## config.mk

```make
export PLATFORM = sky130hd
export DESIGN_NAME = rename_regfile
export DESIGN_NICKNAME = d
export VERILOG_FILES = /design/src/rtl/rename_regfile.sv
export SDC_FILE = /design/constraint.sdc
export NUM_CORES = 2
export LEC_CHECK = 0
export BUFFER_PORTS_ARGS = -buffer_cell sky130_fd_sc_hd__clkbuf_2
export CORE_MARGIN = 2
export CORE_UTILIZATION = 50
export CTS_CLUSTER_DIAMETER = 40
export DETAILED_ROUTE_END_ITERATION = 7
export MAX_ROUTING_LAYER = met4
export PLACE_DENSITY = 0.66
export SYNTH_ARGS = -nofsm -noshare
export SYNTH_HDL_FRONTEND = slang
export SYNTH_SLANG_ARGS = --single-unit
```

## constraint.sdc

```tcl
create_clock -name clk -period 57.6 [get_ports clk]
set_input_delay 5.76 -clock clk [delete_from_list [all_inputs] [get_ports clk]]
set_output_delay 5.76 -clock clk [all_outputs]
set_load 0.02 [all_outputs]
```

## src/rtl/rename_regfile.sv

```systemverilog
// Architectural register file with per-register rename tags and N combinational read ports.
// Optional same-cycle write-back forwarding on reads: define RENAME_RF_BYPASS_EN.
module rename_regfile #(
    parameter int unsigned DATA_W   = 32,
    parameter int unsigned REG_CNT  = 32,
    parameter int unsigned TAG_W    = 4,
    parameter int unsigned RD_PORTS = 2
) (
    input  logic                         clk,
    input  logic                         rst,
    input  logic                         flush,
    input  logic                         iss_en,
    input  logic [$clog2(REG_CNT)-1:0]   iss_rd,
    input  logic [TAG_W-1:0]             iss_tag,
    input  logic                         wb_en,
    input  logic [$clog2(REG_CNT)-1:0]   wb_rd,
    input  logic [TAG_W-1:0]             wb_tag,
    input  logic [DATA_W-1:0]            wb_data,
    input  logic [RD_PORTS-1:0]          rd_en,
    input  logic [RD_PORTS*$clog2(REG_CNT)-1:0] rd_name,
    output logic [RD_PORTS-1:0]          rd_busy,
    output logic [RD_PORTS*TAG_W-1:0]    rd_tag,
    output logic [RD_PORTS*DATA_W-1:0]   rd_data
);

    localparam int unsigned REG_W = $clog2(REG_CNT);

    logic [DATA_W-1:0]  data_q [REG_CNT];
    logic [TAG_W-1:0]   tag_q  [REG_CNT];
    logic [REG_CNT-1:0] busy_q;

    logic iss_act;
    logic wb_act;
    logic wb_match;

    // r0 is hardwired: strobes naming it never touch state
    assign iss_act  = iss_en && (iss_rd != '0) && !flush;
    assign wb_act   = wb_en && (wb_rd != '0);
    assign wb_match = busy_q[wb_rd] && (tag_q[wb_rd] == wb_tag);

    always_ff @(posedge clk or posedge rst) begin
        if (rst) begin
            busy_q <= '0;
            for (int i = 0; i < int'(REG_CNT); i++) begin
                data_q[i] <= '0;
                tag_q[i]  <= '0;
            end
        end else begin
            if (wb_act) begin
                data_q[wb_rd] <= wb_data;
            end
            if (flush) begin
                busy_q <= '0;
            end else if (iss_act) begin
                busy_q[iss_rd] <= 1'b1;
                tag_q[iss_rd]  <= iss_tag;
            end
            // a same-cycle issue to the same register wins over the release
            if (!flush && wb_act && wb_match && !(iss_act && (iss_rd == wb_rd))) begin
                busy_q[wb_rd] <= 1'b0;
            end
        end
    end

    logic [REG_W-1:0] idx;

    always_comb begin
        rd_busy = '0;
        rd_tag  = '0;
        rd_data = '0;
        idx     = '0;
        for (int p = 0; p < int'(RD_PORTS); p++) begin
            idx = rd_name[p*REG_W +: REG_W];
            if (rd_en[p] && (idx != '0)) begin
                rd_busy[p]                   = busy_q[idx];
                rd_tag[p*TAG_W +: TAG_W]     = tag_q[idx];
                rd_data[p*DATA_W +: DATA_W]  = data_q[idx];
`ifdef RENAME_RF_BYPASS_EN
                if (wb_en && (wb_rd == idx) && wb_match) begin
                    rd_busy[p]                  = 1'b0;
                    rd_data[p*DATA_W +: DATA_W] = wb_data;
                end
`endif
            end
        end
    end

endmodule
```

# After elaboration in Yosys (flattened, before gate mapping)

Cells that the tools add are included.

Register bits: 1184
Input port bits: 67
Output and inout port bits: 74
Word-level logic and storage cells: 148

$lt $le $gt $ge: 12
Equality and inequality tests: 2
Mux-type cells: 40
Bitwise operators: 8
Reductions and logical operators: 21

Operators by type and width:

| cell                                                                                 | count |
|---|---|
| 1024-bit bitwise mux                                                                 | 1 |
| 32-bit binary-select mux with 5-bit select                                           | 2 |
| 32-bit 2-to-1 mux                                                                    | 10 |
| 32-bit demux with 5-bit select                                                       | 1 |
| 128-bit bitwise mux                                                                  | 1 |
| 4-bit binary-select mux with 5-bit select                                            | 3 |
| 4-bit 2-to-1 mux                                                                     | 9 |
| 32-bit AND                                                                           | 1 |
| 32-bit NOT                                                                           | 1 |
| 32-bit bitwise OR                                                                    | 1 |
| 6-bit greater-or-equal comparator (second input constant)                            | 4 |
| 5-bit by 6-bit < comparator with 1-bit output (second input constant)                | 4 |
| 5-bit NOT with 6-bit output                                                          | 4 |
| 4-bit demux with 5-bit select                                                        | 1 |
| 5-bit nonzero test                                                                   | 4 |
| 1-bit binary-select mux with 5-bit select                                            | 3 |
| 1-bit logical AND                                                                    | 14 |
| 6-bit by 1-bit < comparator with 1-bit output (second input constant)                | 2 |
| 1-bit demux with 5-bit select                                                        | 2 |
| 5-bit by 1-bit greater-or-equal comparator with 1-bit output (second input constant) | 2 |
| 1-bit 2-to-1 mux                                                                     | 7 |
| 5-bit == test                                                                        | 1 |
| 4-bit == test                                                                        | 1 |
| 1-bit logical NOT                                                                    | 2 |
| other kinds (2)                                                                      | 2 |

# Depth between registers and ports, before layout

Word-level depth: 9
Mapped depth: 11
Gate-level depth less buffers: 7

# Least setup slack after synthesis

No wires, ideal clock.

Path kind: input-to-output
From: input port rd_name[5]
To: output port rd_data[37]
Data arrival time: 7.879 ns
Required time: 51.840 ns
Slack: 43.961 ns
Cell stages on the path: 9
Buffers on the path: 5
Cell sequence: buf_2 > buf_2 > buf_2 > buf_4 > buf_2 > mux2i_1 > o22ai_1 > a211oi_1 > a211oi_1

Word-level cells in the longest chain between the ends: 5
Elaborated cells between the ends (all ways): 7

Ends and longest elaborated chain:

| what                                                 | line | source |
|---|---|---|
| start, declared                                      | 20   | `input logic [RD_PORTS*$clog2(REG_CNT)-1:0] rd_name,` |
| 5-bit NOT with 6-bit output (not written as such)    | 77   | `rd_data[p*DATA_W +: DATA_W] = data_q[idx];` |
| 32-bit binary-select mux with 5-bit select           | 77   |  |
| 32-bit 2-to-1 mux (not written as such) (2 in a row) | 77   |  |
| 32-bit 2-to-1 mux *                                  | 74   | `if (rd_en[p] && (idx != '0)) begin` |
| end, declared                                        | 23   | `output logic [RD_PORTS*DATA_W-1:0] rd_data` |

Mark *: on every way between the ends. The rest lies on a longest branch, timed or not. The select of a mux whose other input is x is not followed.

# Worst setup path in the final report

From: input port rd_name[3]
To: output port rd_data[25]

Same word-level chain as after synthesis.

==> reports/results.ini <==
[finish]
fin_nets = 4392
fin_cells = 6217
regArea_um2 = 29600
n_fill_cell = 10200
multi_input_area_um2 = 33200
utilization_pct = 56.1
drive_gt1_share_pct = 50.8
area_growth_pct = 11.7

[setup_path]
critPathTopFamily = buffers and inverters
cp.depth = 8
cp.arrival_ns = 9.92
crit_path_start_kind = primary input
cpPeakStageDelay_ns = 0.82
critPathSlowestCell = nor3_1
crit_path_frequent_cell = buf_4
endpoint_kind = output port
startpoint = rd_name[3]
critPathRequiredTime_ns = 51.84
path_cells = buf_6 > buf_4 > or3_4 > buf_4 > o31ai_4 > buf_4 > nor3_1 > clkbuf_2
r2r_setup_slack_ns = 54.85
crit_path_end = rd_data[25]
r2r_cells = 7
cp_num_buf_inv = 5
reg2reg_from = tag_q[99]$_DFFE_PP0P_
worst_r2r_endpoint = busy_q[21]$_DFF_PP0_
critPathKind = primary input to output port
critPathMaxFanout = 34

[power]
peakVddDrop_uv = 29.6
total_power_mw = 2.64
power_density_nw_per_um2 = 36.6
p_leak_nw = 31.5

[yosys]
yosys-top-cells-area = dfrtp_1, mux2_2, mux4_2, mux2i_1, clkbuf_1
synth_area_um2 = 64700
avgSynthCellArea_um2 = 14.6
ys_ff_latch = 1184
syn-num-nets = 4516
yosysMostFrequentCell = mux2_2
synth_edf_count = 0
async_flop_share_pct = 100
yosysTopAreaCellShare_pct = 45.8
synth_area_leader_cell = dfrtp_1
ys_seq_area_share_pct = 45.8
synthDistinctLibCells = 52
yosys_most_used_dff = dfrtp_1
ys_top_cells_by_count = mux2_2, dfrtp_1, mux4_2
synthCells = 4449
yosys_warnings = 0

[floorplan]
die_area_um2 = 132000
ioPinCount = 141
core.rowCount = 132
die_y_um = 364
start_util_pct = 50.2
core_area_um2 = 129000
fp.dieW_um = 364

[cts]
cts_hold_buf = 0
post_cts_buffers = 0
clock-sinks = 1184
worstSkewPairLatency_ns = 0.79
ctsRootBufferMaster = clkbuf_16
cts_max_path_buffers = 3
clk_pin_slew_ns = 0.06
cts_made_buffers = 164
cts_resized = 0
cts_tree = yes
htree_levels = 4

[flow_run]
maxCapViolations = 0

[grt]
grt_pass1_wl_um = 298000
grt_antenna_before_repair = 12
overflow = 0
grt_usage_pct = 31.6
grt_pass1_vias = 42700
grt_max_degree = 163

[route]
detail_route.iter0.violations = 4410
drcViolationCount = 0
routed_wl_um = 200000
postRouteAntennaNets = 0
vias = 42100
wl_per_cell_um = 32.2
viasPerCell = 6.78
firstDrtPassIters = 8

[sta]
fin_tns_setup_ns = 0
setup_viol = 0
holdWs_ns = 0.397
post-route-min-period_ns = 15.68
finalHoldViolations = 0
worst_pin_slew_ns = 1.19
rsz0062_at_grt = no
max_clock_freq_ghz = 0.0638
max_slew_margin_pct = 19.8
drv_slew = 0
period_share_pct = 27.2
fin_skew_ns = 0.0324

[outcome]
status = completed

[hold_path]
hold_class = flip-flop to flip-flop

[placed_design]
place_hpwl_um = 110000
portBuffers = 140
gp_congestion = 0.940
dp_cells = 5901

[per-layer routing]
metal  vias to the layer above  wire length (µm)  global-route usage [%]  part of all wire [%]
li1                      17100                 -                       -                     -
met1                     22700             84500                    43.3                    42
met2                      1821             93300                    47.4                    47
met3                       415             15900                    6.58                   8.0
met4                         0              6310                    10.0                   3.2
met5                         -                 0                       -                     0
[cells in the final DEF, fill, tap and decap left out, types with 6 or more instances in the layout]
master,n
nand2_4,17
inv_6,25
or4bb_1,6
clkinv_2,14
nor2_4,9
nand3_1,13
dfrtp_1,1184
a221oi_1,58
a211o_1,15
o22ai_1,104
nand2_1,34
mux2_2,1196
inv_1,15
nor2_1,94
buf_4,77
o21bai_1,14
clkinvlp_4,15
nor4_1,12
mux4_2,525
o211ai_1,28
nand2b_1,31
o221ai_1,54
mux2i_1,290
clkinv_4,10
a22o_1,13
bufinv_16,24
diode_2,13
o31a_1,15
a21oi_1,60
clkbuf_16,166
nor2b_1,11
clkbuf_1,19
a211oi_1,53
clkbuf_8,21
nor3_1,25
clkbuf_2,129
nand4_1,10
[sequential cells by signal (all words and copies together) (netlist names)]
| register | flops |
|---|---|
| tag_q | 128 |
| data_q | 1024 |
| busy_q | 32 |
[through the flow]
step	worst slack [ns]	instance area, µm²
2_1_floorplan	18.49	64700
3_3_place_gp	41.98	66500
3_5_place_dp	41.99	66500
4_1_cts	41.98	72300
5_1_grt	41.71	72300
6_report	41.92	72300
[cell families (layout without fill, tap and decap cells)]
family / Yosys count / after routing / synth area share (%)
multiplexers: 2016 / 2016 / 43.6
flip-flops: 1184 / 1184 / 45.8
buffers and inverters: 523 / 536 / 3.45
AO/OA/AOI/OAI: 425 / 425 / 4.79
AND/OR/NAND/NOR: 297 / 297 / 2.31
XOR/XNOR: 4 / 4 / 0.0541
other: 0 / 13 / 0
[worst min path at each step]
stage / from / end / slack (ns) / cells after the start
floorplan: data_q[1011]$_DFFE_PP0P_ / data_q[1011]$_DFFE_PP0P_ / 0.44 / 1
global placement: data_q[1011]$_DFFE_PP0P_ / data_q[1011]$_DFFE_PP0P_ / 0.38 / 0
detailed placement: data_q[993]$_DFFE_PP0P_ / data_q[993]$_DFFE_PP0P_ / 0.38 / 0
CTS: data_q[993]$_DFFE_PP0P_ / data_q[993]$_DFFE_PP0P_ / 0.40 / 0
global route: data_q[1021]$_DFFE_PP0P_ / data_q[1021]$_DFFE_PP0P_ / 0.41 / 0
finish: data_q[996]$_DFFE_PP0P_ / data_q[996]$_DFFE_PP0P_ / 0.40 / 0
[area by class of cell]
cell class | instances | area share [%]
Clock buffer | 206 | 6.24
Timing Repair Buffer | 217 | 1.92
Inverter | 16 | 0.0934
Sequential cell | 1184 | 41.0
Antenna cell | 13 | 0.0450
Tap cell | 1742 | 3.01
Clock inverter | 97 | 1.86
Multi-Input combinational cell | 2742 | 45.9
[where the power goes]
| part | leakage, nW | switching, mW | internal, mW | total, mW |
|---|---|---|---|---|
| Combinational | 13.4 | 0.199 | 0.279 | 0.478 |
| Clock | 2.83 | 0.408 | 0.671 | 1.08 |
| Sequential | 15.3 | 0.108 | 0.980 | 1.09 |
(Power assumes the default switching activity.)
